[src/rtl/lc_packet_arbiter.sv]
// Packet arbiter: main and prefetch FIFOs feed one registered output, with a starvation guard for prefetch.
// Optional macro LC_ARB_DROP_CNT_EN adds a saturating 8-bit drop_count output.
module lc_packet_arbiter #(
    parameter int datawidth            = 16,
    parameter int address_vector_width = 8,
    parameter int packet_width         = 2*datawidth + address_vector_width,
    parameter int FIFO_DEPTH           = 4,
    parameter int STARVE_LIMIT         = 3
) (
    input  logic                    CLK,
    input  logic                    reset,
    input  logic [packet_width-1:0] packet_in,
    input  logic                    packet_in_valid,
    input  logic [packet_width-1:0] prefetch_packet_in,
    input  logic                    prefetch_packet_in_valid,
    output logic [packet_width-1:0] out_packet,
    output logic                    out_valid,
    input  logic                    out_ready,
    output logic                    out_is_prefetch,
    output logic                    main_full,
    output logic                    pf_full,
`ifdef LC_ARB_DROP_CNT_EN
    output logic [7:0]              drop_count,
`endif
    output logic                    overflow
);

    localparam int AW = (FIFO_DEPTH > 1) ? $clog2(FIFO_DEPTH) : 1;
    localparam int CW = AW + 1;
    localparam int SW = $clog2(STARVE_LIMIT + 1);

    // state    | meaning
    // MAIN_PRI | main queue wins whenever non-empty
    // PF_TURN  | prefetch has waited STARVE_LIMIT main grants; next load takes it
    typedef enum logic {MAIN_PRI, PF_TURN} arb_state_t;

    arb_state_t state_q, state_d;
    logic [SW-1:0] starve_q, starve_d;

    logic [packet_width-1:0] main_mem_q [FIFO_DEPTH];
    logic [packet_width-1:0] main_mem_d [FIFO_DEPTH];
    logic [packet_width-1:0] pf_mem_q   [FIFO_DEPTH];
    logic [packet_width-1:0] pf_mem_d   [FIFO_DEPTH];
    logic [AW-1:0] main_wptr_q, main_wptr_d, main_rptr_q, main_rptr_d;
    logic [AW-1:0] pf_wptr_q, pf_wptr_d, pf_rptr_q, pf_rptr_d;
    logic [CW-1:0] main_cnt_q, main_cnt_d, pf_cnt_q, pf_cnt_d;

    logic [packet_width-1:0] out_packet_q, out_packet_d;
    logic out_valid_q, out_valid_d;
    logic out_is_prefetch_q, out_is_prefetch_d;
    logic overflow_q, overflow_d;

    logic main_empty, pf_empty, main_full_w, pf_full_w;
    logic main_in_ok, pf_in_ok, main_push, pf_push, main_drop, pf_drop;
    logic load, grant_pf, grant_main;

    always_comb begin
        main_empty  = (main_cnt_q == '0);
        pf_empty    = (pf_cnt_q == '0);
        main_full_w = (main_cnt_q == CW'(FIFO_DEPTH));
        pf_full_w   = (pf_cnt_q == CW'(FIFO_DEPTH));

        // dest == 0 is not a packet at all: neither queued nor counted as a drop
        main_in_ok = packet_in_valid && (packet_in[packet_width-1 -: address_vector_width] != '0);
        pf_in_ok   = prefetch_packet_in_valid &&
                     (prefetch_packet_in[packet_width-1 -: address_vector_width] != '0);
        main_push  = main_in_ok && !main_full_w;
        pf_push    = pf_in_ok && !pf_full_w;
        main_drop  = main_in_ok && main_full_w;
        pf_drop    = pf_in_ok && pf_full_w;

        load       = (!out_valid_q || out_ready) && (!main_empty || !pf_empty);
        grant_pf   = load && !pf_empty && ((state_q == PF_TURN) || main_empty);
        grant_main = load && !grant_pf;
    end

    always_comb begin
        main_mem_d  = main_mem_q;
        pf_mem_d    = pf_mem_q;
        main_wptr_d = main_wptr_q;
        main_rptr_d = main_rptr_q;
        pf_wptr_d   = pf_wptr_q;
        pf_rptr_d   = pf_rptr_q;
        main_cnt_d  = main_cnt_q + CW'(main_push) - CW'(grant_main);
        pf_cnt_d    = pf_cnt_q + CW'(pf_push) - CW'(grant_pf);

        if (main_push) begin
            main_mem_d[main_wptr_q] = packet_in;
            main_wptr_d             = main_wptr_q + AW'(1);
        end
        if (pf_push) begin
            pf_mem_d[pf_wptr_q] = prefetch_packet_in;
            pf_wptr_d           = pf_wptr_q + AW'(1);
        end
        if (grant_main) main_rptr_d = main_rptr_q + AW'(1);
        if (grant_pf)   pf_rptr_d   = pf_rptr_q + AW'(1);
    end

    always_comb begin
        state_d  = state_q;
        starve_d = starve_q;
        if (pf_empty) begin
            state_d  = MAIN_PRI;
            starve_d = '0;
        end else if (grant_pf) begin
            state_d  = MAIN_PRI;
            starve_d = '0;
        end else if (grant_main) begin
            if (starve_q >= SW'(STARVE_LIMIT - 1)) begin
                state_d  = PF_TURN;
                starve_d = SW'(STARVE_LIMIT);
            end else begin
                starve_d = starve_q + SW'(1);
            end
        end
    end

    always_comb begin
        out_packet_d      = out_packet_q;
        out_valid_d       = out_valid_q;
        out_is_prefetch_d = out_is_prefetch_q;
        overflow_d        = overflow_q | main_drop | pf_drop;
        if (load) begin
            out_packet_d      = grant_pf ? pf_mem_q[pf_rptr_q] : main_mem_q[main_rptr_q];
            out_is_prefetch_d = grant_pf;
            out_valid_d       = 1'b1;
        end else if (out_ready) begin
            out_valid_d = 1'b0;
        end
    end

    always_ff @(posedge CLK or posedge reset) begin
        if (reset) begin
            state_q           <= MAIN_PRI;
            starve_q          <= '0;
            main_mem_q        <= '{default: '0};
            pf_mem_q          <= '{default: '0};
            main_wptr_q       <= '0;
            main_rptr_q       <= '0;
            pf_wptr_q         <= '0;
            pf_rptr_q         <= '0;
            main_cnt_q        <= '0;
            pf_cnt_q          <= '0;
            out_packet_q      <= '0;
            out_valid_q       <= 1'b0;
            out_is_prefetch_q <= 1'b0;
            overflow_q        <= 1'b0;
        end else begin
            state_q           <= state_d;
            starve_q          <= starve_d;
            main_mem_q        <= main_mem_d;
            pf_mem_q          <= pf_mem_d;
            main_wptr_q       <= main_wptr_d;
            main_rptr_q       <= main_rptr_d;
            pf_wptr_q         <= pf_wptr_d;
            pf_rptr_q         <= pf_rptr_d;
            main_cnt_q        <= main_cnt_d;
            pf_cnt_q          <= pf_cnt_d;
            out_packet_q      <= out_packet_d;
            out_valid_q       <= out_valid_d;
            out_is_prefetch_q <= out_is_prefetch_d;
            overflow_q        <= overflow_d;
        end
    end

`ifdef LC_ARB_DROP_CNT_EN
    logic [7:0] drop_cnt_q, drop_cnt_d;
    logic [8:0] drop_sum;

    always_comb begin
        drop_sum   = {1'b0, drop_cnt_q} + 9'(main_drop) + 9'(pf_drop);
        drop_cnt_d = (drop_sum > 9'd255) ? 8'd255 : drop_sum[7:0];
    end

    always_ff @(posedge CLK or posedge reset) begin
        if (reset) drop_cnt_q <= '0;
        else       drop_cnt_q <= drop_cnt_d;
    end

    assign drop_count = drop_cnt_q;
`endif

    assign out_packet      = out_packet_q;
    assign out_valid       = out_valid_q;
    assign out_is_prefetch = out_is_prefetch_q;
    assign main_full       = main_full_w;
    assign pf_full         = pf_full_w;
    assign overflow        = overflow_q;

endmodule

[config.mk]
export PLATFORM = sky130hd
export DESIGN_NAME = lc_packet_arbiter
export DESIGN_NICKNAME = d
export VERILOG_FILES = /design/src/rtl/lc_packet_arbiter.sv
export SDC_FILE = /design/constraint.sdc
export NUM_CORES = 1
export LEC_CHECK = 0
export BUFFER_PORTS_ARGS = -buffer_cell sky130_fd_sc_hd__buf_2
export CAP_MARGIN = 20
export CORE_UTILIZATION = 54
export DETAILED_ROUTE_END_ITERATION = 6
export GPL_ROUTABILITY_DRIVEN = 0
export PLACE_DENSITY = 0.76
export SETUP_SLACK_MARGIN = 0.02
export SLEW_MARGIN = 10
export SYNTH_ARGS = -nofsm -noshare
export SYNTH_HDL_FRONTEND = slang
export SYNTH_SLANG_ARGS = --single-unit
[constraint.sdc]
create_clock -name CLK -period 11.5 [get_ports CLK]
set_input_delay 0.575 -clock CLK [delete_from_list [all_inputs] [get_ports CLK]]
set_output_delay 0.575 -clock CLK [all_outputs]
set_load 0.03 [all_outputs]
# Yosys cells after proc, flatten, opt, wreduce, memory -nomap -nowiden
# Index checks and enable logic that the tools add are counted.
totals:
  latchBits: 0
  romBits: 0
  n_memories: 0
  ramBits: 0
  reg_bits: 380
  elab_cells: 96
op_classes:
  mux: 23
  n_shift: 0
  div: 0
  addsub: 9
  n_bitwise: 6
  eq_ne: 2
  magnitude_cmp: 7
  mul: 0
  reduce_logical: 29
ops:
  columns: ["cell", "count"]
  rows:
  - ["160-bit bitwise mux", 2]
  - ["40-bit 2-to-1 mux", 7]
  - ["40-bit binary-select mux with 2-bit select", 2]
  - ["40-bit demux with 2-bit select", 2]
  - ["8-bit nonzero test", 2]
  - ["3-bit >= comparator (second input constant)", 4]
  - ["1-bit logical AND", 12]
  - ["2-bit inverter with 3-bit output", 4]
  - ["2-bit by 1-bit adder with 2-bit output (second input constant)", 5]
  - ["2-bit 2-to-1 mux", 4]
  - ["3-bit by 1-bit adder with 3-bit output", 2]
  - ["3-bit == test (second input constant)", 2]
  - ["1-bit zero test", 6]
  - ["3-bit zero test", 2]
  - ["3-bit by 1-bit less-than comparator with 1-bit output (second input constant)", 2]
  - ["1-bit 2-to-1 mux", 6]
  - ["3-bit nonzero test", 2]
  - ["3-bit by 1-bit subtractor with 3-bit output", 2]
  - ["1-bit logical OR", 3]
  - ["2-bit >= comparator (second input constant)", 1]
  - ["1-bit bitwise OR", 2]
  - ["2-bit AND reduction", 1]
  - ["2-bit nonzero test", 1]

# Longest topological paths before layout
# Gate-level depths: netlist of the first run.
depth:
  ltp_word: 11
  mapped_depth: 11

# Least setup slack after synthesis of the first run
# Ideal clock, no wire load.
synth_timing:
  kind: "reg-to-reg"
  startpoint: "register main_cnt_q[1]"
  endpoint: "register main_cnt_q[2]"
  setup_ps: 126
  stages_incl_launch_ff: 11
  synth_period_minus_slack_ps: 2796
  t_arrival_ps: 2670
  path_buffers: 0
  path_slack_ps: 8704
  path_cell_list: "dfrtp_1 nor3b_1 a211oi_2 inv_1 ha_1 inv_1 ha_1 inv_1 fa_1 xnor2_1 xnor2_1"
synth_between:
  word_cells_on_any_way: 14
  cone_classes: "add/sub (2); eq/ne (1); reduce/logical (11)"
synth_lines:
  columns: ["element", "line_no", "text"]
  rows:
  - ["start, declared", "46", "logic [CW-1:0] main_cnt_q, main_cnt_d, pf_cnt_q, pf_cnt_d;"]
  - ["start signal, assigned", "157", "main_cnt_q <= main_cnt_d;"]
  - ["3-bit == test", "60", "main_full_w = (main_cnt_q == CW'(FIFO_DEPTH));"]
  - ["named net main_full", "20", "output logic main_full,"]
  - ["1-bit zero test", "67", "main_push = main_in_ok && !main_full_w;"]
  - ["1-bit logical AND", "67", null]
  - ["3-bit by 1-bit adder with 3-bit output", "84", "main_cnt_d = main_cnt_q + CW'(main_push) - CW'(grant_main);"]
  - ["3-bit by 1-bit subtractor with 3-bit output", "84", null]
  - ["named net main_cnt_d[2]", "46", null]
# The timed path passes the listed nets, and every way through them passes these cells.
# A chain may end at the register's enable or synchronous reset.

# Final worst setup path of the first run
layout_timing:
  startpoint: "register pf_cnt_q[1]"
  endpoint: "register pf_cnt_q[2]"
layout_between:
  elab_chain_cells: 7
  word_cells_on_any_way: 11
  cone_classes: "add/sub (2); eq/ne (1); reduce/logical (8)"
layout_lines:
  columns: ["element", "line_no", "text"]
  rows:
  - ["start, declared", "46", null]
  - ["start signal, assigned", "158", "pf_cnt_q <= pf_cnt_d;"]
  - ["3-bit zero test (*)", "59", "pf_empty = (pf_cnt_q == '0);"]
  - ["1-bit zero test (*)", "72, 73", null]
  - ["1-bit logical OR", "72", "load = (!out_valid_q || out_ready) && (!main_empty || !pf_empty);"]
  - ["1-bit logical AND", "72", null]
  - ["1-bit logical AND (*) (2 in series)", "73", "grant_pf = load && !pf_empty && ((state_q == PF_TURN) || main_empty);"]
  - ["named net grant_pf", "55", "logic load, grant_pf, grant_main;"]
  - ["3-bit by 1-bit subtractor with 3-bit output (*)", "85", "pf_cnt_d = pf_cnt_q + CW'(pf_push) - CW'(grant_pf);"]
  - ["named net pf_cnt_d[2]", "46", null]
# Mark *: on every way through the listed nets, which the timed path passes. The rest lies on a longest branch.

==> results_dict.tcl, run 1 <==
set metrics [dict create \
    status "complete, no violations" \
    grt_use_total 0.233 \
    fmaxAchievable_mhz 306 \
    routed_via_density 5.79 \
    cts_tree "built" \
    place.port_buffers 129 \
    cts_buffer_depth 3 \
    area_delta_synth_final_pct 12.9 \
    synth_nets 1148 \
    pwr-share-clk 0.206 \
    grt_antenna_before_repair 5 \
    period_share 0.284 \
    dr.pass1.iters 4 \
    swShare 0.319 \
    clk_latency_ns 0.52 \
    grt_max_degree 182 \
    busiest_layer "met2" \
    fp.dieH_um 178 \
    synth_ff_type "dfrtp_1" \
    power_leakage_nw 8.35 \
    layout-drive-gt1-share 0.515 \
    worst_r2r_endpoint "pf_cnt_q[2]" \
    power_frac_comb 0.368 \
    min_period_ns 3.27 \
    synth_edf_count 0 \
    r2r_start "pf_cnt_q[1]" \
    path_cells "or3_1 > o211ai_1 > buf_4 > inv_1 > ha_1 > inv_1 > ha_1 > inv_1 > fa_1 > xnor2_1 > xnor2_1" \
    crit_path_max_fanout 45 \
    worstPathRequired_ns 11.94 \
    synth.distinct_cells 30 \
    clock-sinks 380 \
    hpwl_um 20900 \
    grt_use_met1 0.318 \
    cpPeakStageDelay_ns 0.71 \
    synth.avg_cell_area_um2 15.9 \
    gr-usage-met2 0.388 \
    p_per_area_mw_per_mm2 313 \
    placed_area_mm2 0.0175 \
    placed_cells 1516 \
    setup_viol 0 \
    stdcell_area_mm2 0.0188 \
    place_ws_ns 8.17 \
    endpoint_kind "register" \
    critPathArrivalTime_ns 3.70 \
    met3_usage 0.0437 \
    ios 130 \
    postCtsSetupRepairBufs 0 \
    hold_viol 0 \
    skew_ns 0.0102 \
    slowest_stage "buf_4" \
    dr.first_iter.drc_count 470 \
    regToRegSetupSlack_ns 8.23 \
    yosys.area.top_type "dfrtp_1" \
    cts_hold_buf 0 \
    clk_pin_slew_ns 0.06 \
    yosysTopAreaCellShare 0.571 \
    hp-class "in2async" \
    fillers 2234 \
    ctsHtreeMaxLevel 2 \
    synthArstFlopShare 1.00 \
    synth_most_common_cell "dfrtp_1" \
    cts_root_buf "clkbuf_16" \
    irDropWorstVdd_uv 140 \
    final_core_util 0.628 \
    cts_resized 0 \
    die_area_mm2 0.0315 \
    routedWlPerCell_um 21.8 \
    slew_violations 0 \
    worst_slack_ns 8.23 \
    final_antenna_net_count 0 \
    syn_area_mm2 0.0166 \
    yosysWarningCount 0 \
    fin_tns_setup_ns 0 \
    maxCapViolCount 0 \
    start_kind "register" \
    seqPwrFrac 0.426 \
    postSynthCellCount 1049 \
    numCtsBuffers 39 \
    grt_overflow_total 0 \
    worst-setup-path-type "reg2reg" \
    drt-total-wl_um 34600 \
    vias 9198 \
    synth_seq_cells 380 \
    rsz0062_at_grt "false" \
    placementRows 63 \
    core_area_mm2 0.0300 \
    synthTopCellsByArea "dfrtp_1 (57%), mux2_2 (22%), mux4_2 (11%)" \
    grt_pass1_wl_um 56100 \
    grt_pass1_vias 10100 \
    cpMostUsedCell "inv_1" \
    die_w_um 178 \
    drc 0 \
    intPower_w 0.00401 \
    slew_headroom 0.327 \
    nNetsFinal 1267 \
    fin_cells 1589 \
    synth_common_cells "dfrtp_1 (380), mux2_2 (320), mux4_2 (80), a21oi_1 (44), nor2_1 (43)" \
    power_switching_w 0.00188 \
    yosysSeqAreaShare 0.571 \
    tightest_slew_ns 1.01 \
    initial_core_util 0.556 \
    r2r_cells 11 \
]
[layout make-up]
cell class	instances	area, um2	share of cell area
antenna	4	10.0	0.000532
multi-input combinational	585	6690	0.356
sequential	380	9520	0.506
clock inverter	9	76.3	0.00406
clock buffer	59	1140	0.0608
inverter	18	75.1	0.00399
timing repair buffer	144	803	0.0427
tap	390	488	0.0259
[worst max-delay path, delay by kind of cell (launching register included)]
kind | cells | cell delay [ns]
DFF | 1 | 0.42
AOI/OAI and AO/OA | 1 | 0.12
adders and majority gates | 3 | 0.83
buffers and inverters | 4 | 1.03
and+or+nand+nor | 1 | 0.44
xor gates and xnor gates | 2 | 0.33
[layout by cell type, fill, tap and decap left out, types with 13 or more instances in the layout]
master,Yosys,layout
a21oi_1,44,44
buf_2,17,129
clkbuf_1,11,13
clkbuf_16,0,41
dfrtp_1,380,376
inv_1,18,17
mux2_2,320,320
mux2i_1,40,40
mux4_2,80,80
nor2_1,43,43
[metrics by stage]
step | hold WS (ns) | power [W]
2_1_floorplan | 0.463 | 0.00417
4_1_cts | 0.247 | 0.00594
5_1_grt | 0.281 | 0.00624
6_report | 0.203 | 0.00589
3_5_place_dp | 0.478 | 0.00472
3_3_place_gp | 0.470 | 0.00460
[layer usage]
metal / vias to the layer above / routed length (um) / part of all wire
li1: 4086 / - / -
met1: 4891 / 15200 / 0.44
met2: 175 / 17200 / 0.50
met3: 42 / 1660 / 0.048
met4: 4 / 498 / 0.014
met5: - / 22 / 0.00064
[sequential cells by signal, indices dropped and copies added, names as in the netlist]
register,cells
main_cnt_q,3
main_mem_q,160
main_rptr_q,2
main_wptr_q,2
out_is_prefetch,1
out_packet,40
out_valid,1
overflow,1
pf_cnt_q,3
pf_mem_q,160
pf_rptr_q,2
pf_wptr_q,2
starve_q,2
state_q,1
[cell families after synthesis]
| logic type | synth area share |
|---|---|
| buffers and inverters | 0.0283 |
| AO/OA/AOI/OAI | 0.0177 |
| multiplexers | 0.349 |
| XOR/XNOR | 0.00526 |
| AND/OR/NAND/NOR | 0.0175 |
| adder cells (fa/ha/maj) | 0.0114 |
| flip-flops | 0.571 |
[power groups by stage]
stage / Clock [W] / Combinational, W / Sequential, W
floorplan: 0 / 0.00174 / 0.00242
global route: 0.00129 / 0.00234 / 0.00261
finish: 0.00121 / 0.00217 / 0.00251
detailed placement: 0 / 0.00219 / 0.00253
global placement: 0 / 0.00209 / 0.00251
CTS: 0.00123 / 0.00220 / 0.00251
[how the worst max path moves through the flow]
stage / from / endpoint / slack [ns] / cells after the start
floorplan: reset / main_cnt_q[0] / 0.37 / 1
global route: pf_cnt_q[1] / pf_cnt_q[2] / 8.02 / 11
CTS: pf_cnt_q[1] / pf_cnt_q[2] / 8.21 / 11
finish: pf_cnt_q[1] / pf_cnt_q[2] / 8.23 / 11
global placement: out_ready / pf_cnt_q[2] / 8.23 / 12
detailed placement: out_ready / pf_cnt_q[2] / 8.17 / 12
Note: power is estimated with default switching activity, not from simulation.
==> run 2: changes to the inputs <==
- ABC_AREA: unset -> 1
- CORE_UTILIZATION: 54 -> 60
- PLACE_DENSITY: 0.76 -> 0.79
- clock period: 11.5 -> 3.3 ns (I/O delays scaled with it)
==> results_dict.tcl, run 2 <==
set metrics [dict create \
    final_common_cell "nand2_1" \
    final_cell_mix "nand2_1 (1,196), dfrtp_1 (378), nand4_1 (328)" \
    power_leakage_nw 11.4 \
    core_area_mm2 0.0309 \
    dr.first_iter.drc_count 2198 \
    cts_root_buf "clkbuf_16" \
    yosys.area.top_type "dfrtp_1" \
    grt_antenna_before_repair 0 \
    layout-drive-gt1-share 0.100 \
    synth.distinct_cells 24 \
    yosysSeqAreaShare 0.500 \
    die_area_mm2 0.0324 \
    drt-total-wl_um 54500 \
    place_ws_ns 0.797 \
    synthTopCellsByArea "dfrtp_1 (50%), nand2_1 (24%), nand4_1 (11%)" \
    drc 0 \
    p_per_area_mw_per_mm2 1050 \
    r2r_start "pf_cnt_q[1]" \
    cpMostUsedCell "inv_1" \
    placed_area_mm2 0.0195 \
    synth_common_cells "nand2_1 (1,197), dfrtp_1 (380), nand4_1 (328), nand3_1 (247), buf_2 (87)" \
    fmaxAchievable_mhz 380 \
    path_cells "inv_1 > nand3_4 > buf_4 > inv_1 > buf_2" \
    synth_nets 2556 \
    grt_use_total 0.339 \
    grt_pass1_vias 17100 \
    place.port_buffers 129 \
    fillers 2538 \
    synth_seq_cells 380 \
    clock-sinks 380 \
    crit_buf_inv 4 \
    worst_r2r_endpoint "main_cnt_q[2]" \
    r2r_cells 13 \
    routed_via_density 6.04 \
    slew_headroom 0.301 \
    synth_most_common_cell "nand2_1" \
    period_share 0.798 \
    yosysWarningCount 0 \
    synth.avg_cell_area_um2 7.74 \
    nNetsFinal 2646 \
    yosysTopAreaCellShare 0.500 \
    hold_viol 0 \
    worst_slack_ns 0.666 \
    grt_pass1_wl_um 89000 \
    start_kind "register" \
    crit_path_max_fanout 101 \
    placementRows 64 \
    rsz0062_at_grt "false" \
    slowest_stage "buf_4" \
    hpwl_um 31700 \
    slew_violations 0 \
    ctsHtreeMaxLevel 2 \
    maxCapViolCount 0 \
    final_antenna_net_count 0 \
    synthArstFlopShare 1.00 \
    cpPeakStageDelay_ns 0.80 \
    min_period_ns 2.63 \
    worstPathRequired_ns 3.13 \
    synth_ff_type "dfrtp_1" \
    synth_edf_count 0 \
    vias 18000 \
    postCtsSetupRepairBufs 0 \
    fp.dieH_um 180 \
    clk_pin_slew_ns 0.06 \
    postSynthCellCount 2457 \
    cts_buffer_depth 3 \
    status "complete, no violations" \
    stdcell_area_mm2 0.0216 \
    hold-worst-slack_ns 0.102 \
    dr.pass1.iters 5 \
    worst-setup-path-type "reg2out" \
    ios 130 \
    hp-class "in2async" \
    irDropWorstVdd_uv 589 \
    area_delta_synth_final_pct 13.8 \
    numCtsBuffers 42 \
    syn_area_mm2 0.0190 \
    routedWlPerCell_um 18.3 \
    critPathArrivalTime_ns 2.47 \
    endpoint_kind "output pin" \
    clk_latency_ns 0.54 \
    grt_max_degree 138 \
    regToRegSetupSlack_ns 0.77 \
    tightest_slew_ns 1.05 \
    skew_ns 0.0149 \
    die_w_um 180 \
    crit_family "buffers and inverters" \
    grt_overflow_total 0 \
    cts_tree "built" \
    initial_core_util 0.615 \
    setup_viol 0 \
]
==> run 2: cell count changes after synthesis, sizes merged, moves of 19 or more <==
cell / change
mux2: -320
nand2: +1185
mux4: -80
nand3: +247
nand4: +328
a21oi: -41
buf: +98
mux2i: -40
inv: +19
clkbuf: +53
nor2: -20
==> run 2: metal layers <==
metal / share of wire / vias up / track usage
met5: 0 / - / 0
met2: 0.46 / 919 / 0.531
met3: 0.088 / 155 / 0.0488
met1: 0.41 / 8591 / 0.473
li1: - / 8316 / -
met4: 0.036 / 0 / 0.144
==> run 2: worst max-delay path by stage <==
stage             startpoint             to  slack [ns]  depth (start not counted)
2_1_floorplan          reset  main_cnt_q[0]       -1.97                          1
3_3_place_gp     pf_cnt_q[1]    pf_cnt_q[1]        0.87                         11
3_5_place_dp     pf_cnt_q[1]  main_cnt_q[2]        0.80                         13
4_1_cts        main_cnt_q[1]      main_full        0.74                          5
5_1_grt          pf_cnt_q[1]    pf_cnt_q[2]        0.56                         11
6_report       main_cnt_q[1]      main_full        0.67                          5
==> run 2: cell type report <==
| cell class | count | area, um2 | share of cell area |
|---|---|---|---|
| multi-input cells | 1823 | 8220 | 0.380 |
| repair buffers | 263 | 1920 | 0.0887 |
| inverters | 37 | 143 | 0.00659 |
| diodes | 1 | 2.50 | 0.000116 |
| flip-flops and latches | 380 | 9510 | 0.440 |
| clock inverters | 12 | 116 | 0.00538 |
| clock buffers | 63 | 1230 | 0.0570 |
| well taps | 396 | 495 | 0.0229 |
==> run 2: report_power, final <==
group,switching [W],internal [W],total [W]
clock network,0.00187,0.00274,0.00460
registers,0.00123,0.00682,0.00806
logic,0.00706,0.00306,0.0101
total,0.0102,0.0126,0.0228
==> run 2: kinds of logic after synthesis <==
| family | Yosys count | share of synthesized area |
|---|---|---|
| simple gates | 1797 | 0.416 |
| flops | 380 | 0.500 |
| buf+inv | 254 | 0.0693 |
| fa+ha+maj | 14 | 0.0100 |
| compound gates | 6 | 0.00217 |
| xor+xnor | 6 | 0.00276 |
==> run 2: repair_timing <==
item | CTS | global route
resized for setup | 0 | 0
endpoints found under the hold margin | 342 | 0
endpoints found under the setup margin | 0 | 0
hold buffers | 82 | 0
==> run 2: metrics by stage <==
step                      cells  power (W)  utilization  setup TNS (ns)
final                      2975     0.0228        0.700               0
after global routing       2974     0.0243        0.700               0
after CTS                  2974     0.0226        0.700               0
after detailed placement   2817     0.0179        0.630               0
after global placement     2817     0.0176        0.630               0
after floorplan            2457     0.0150            -         -748.99
==> run 2: worst register-to-register path, stage by stage (launching register included) <==
cell     delay, ns
dfrtp_1       0.45
nor2_4        0.21
nand2_1       0.13
nor2_2        0.20
nor2_4        0.05
nand2_1       0.11
inv_1         0.06
ha_1          0.27
inv_1         0.06
ha_1          0.13
inv_1         0.05
fa_1          0.38
xnor2_1       0.18
xor2_1        0.17
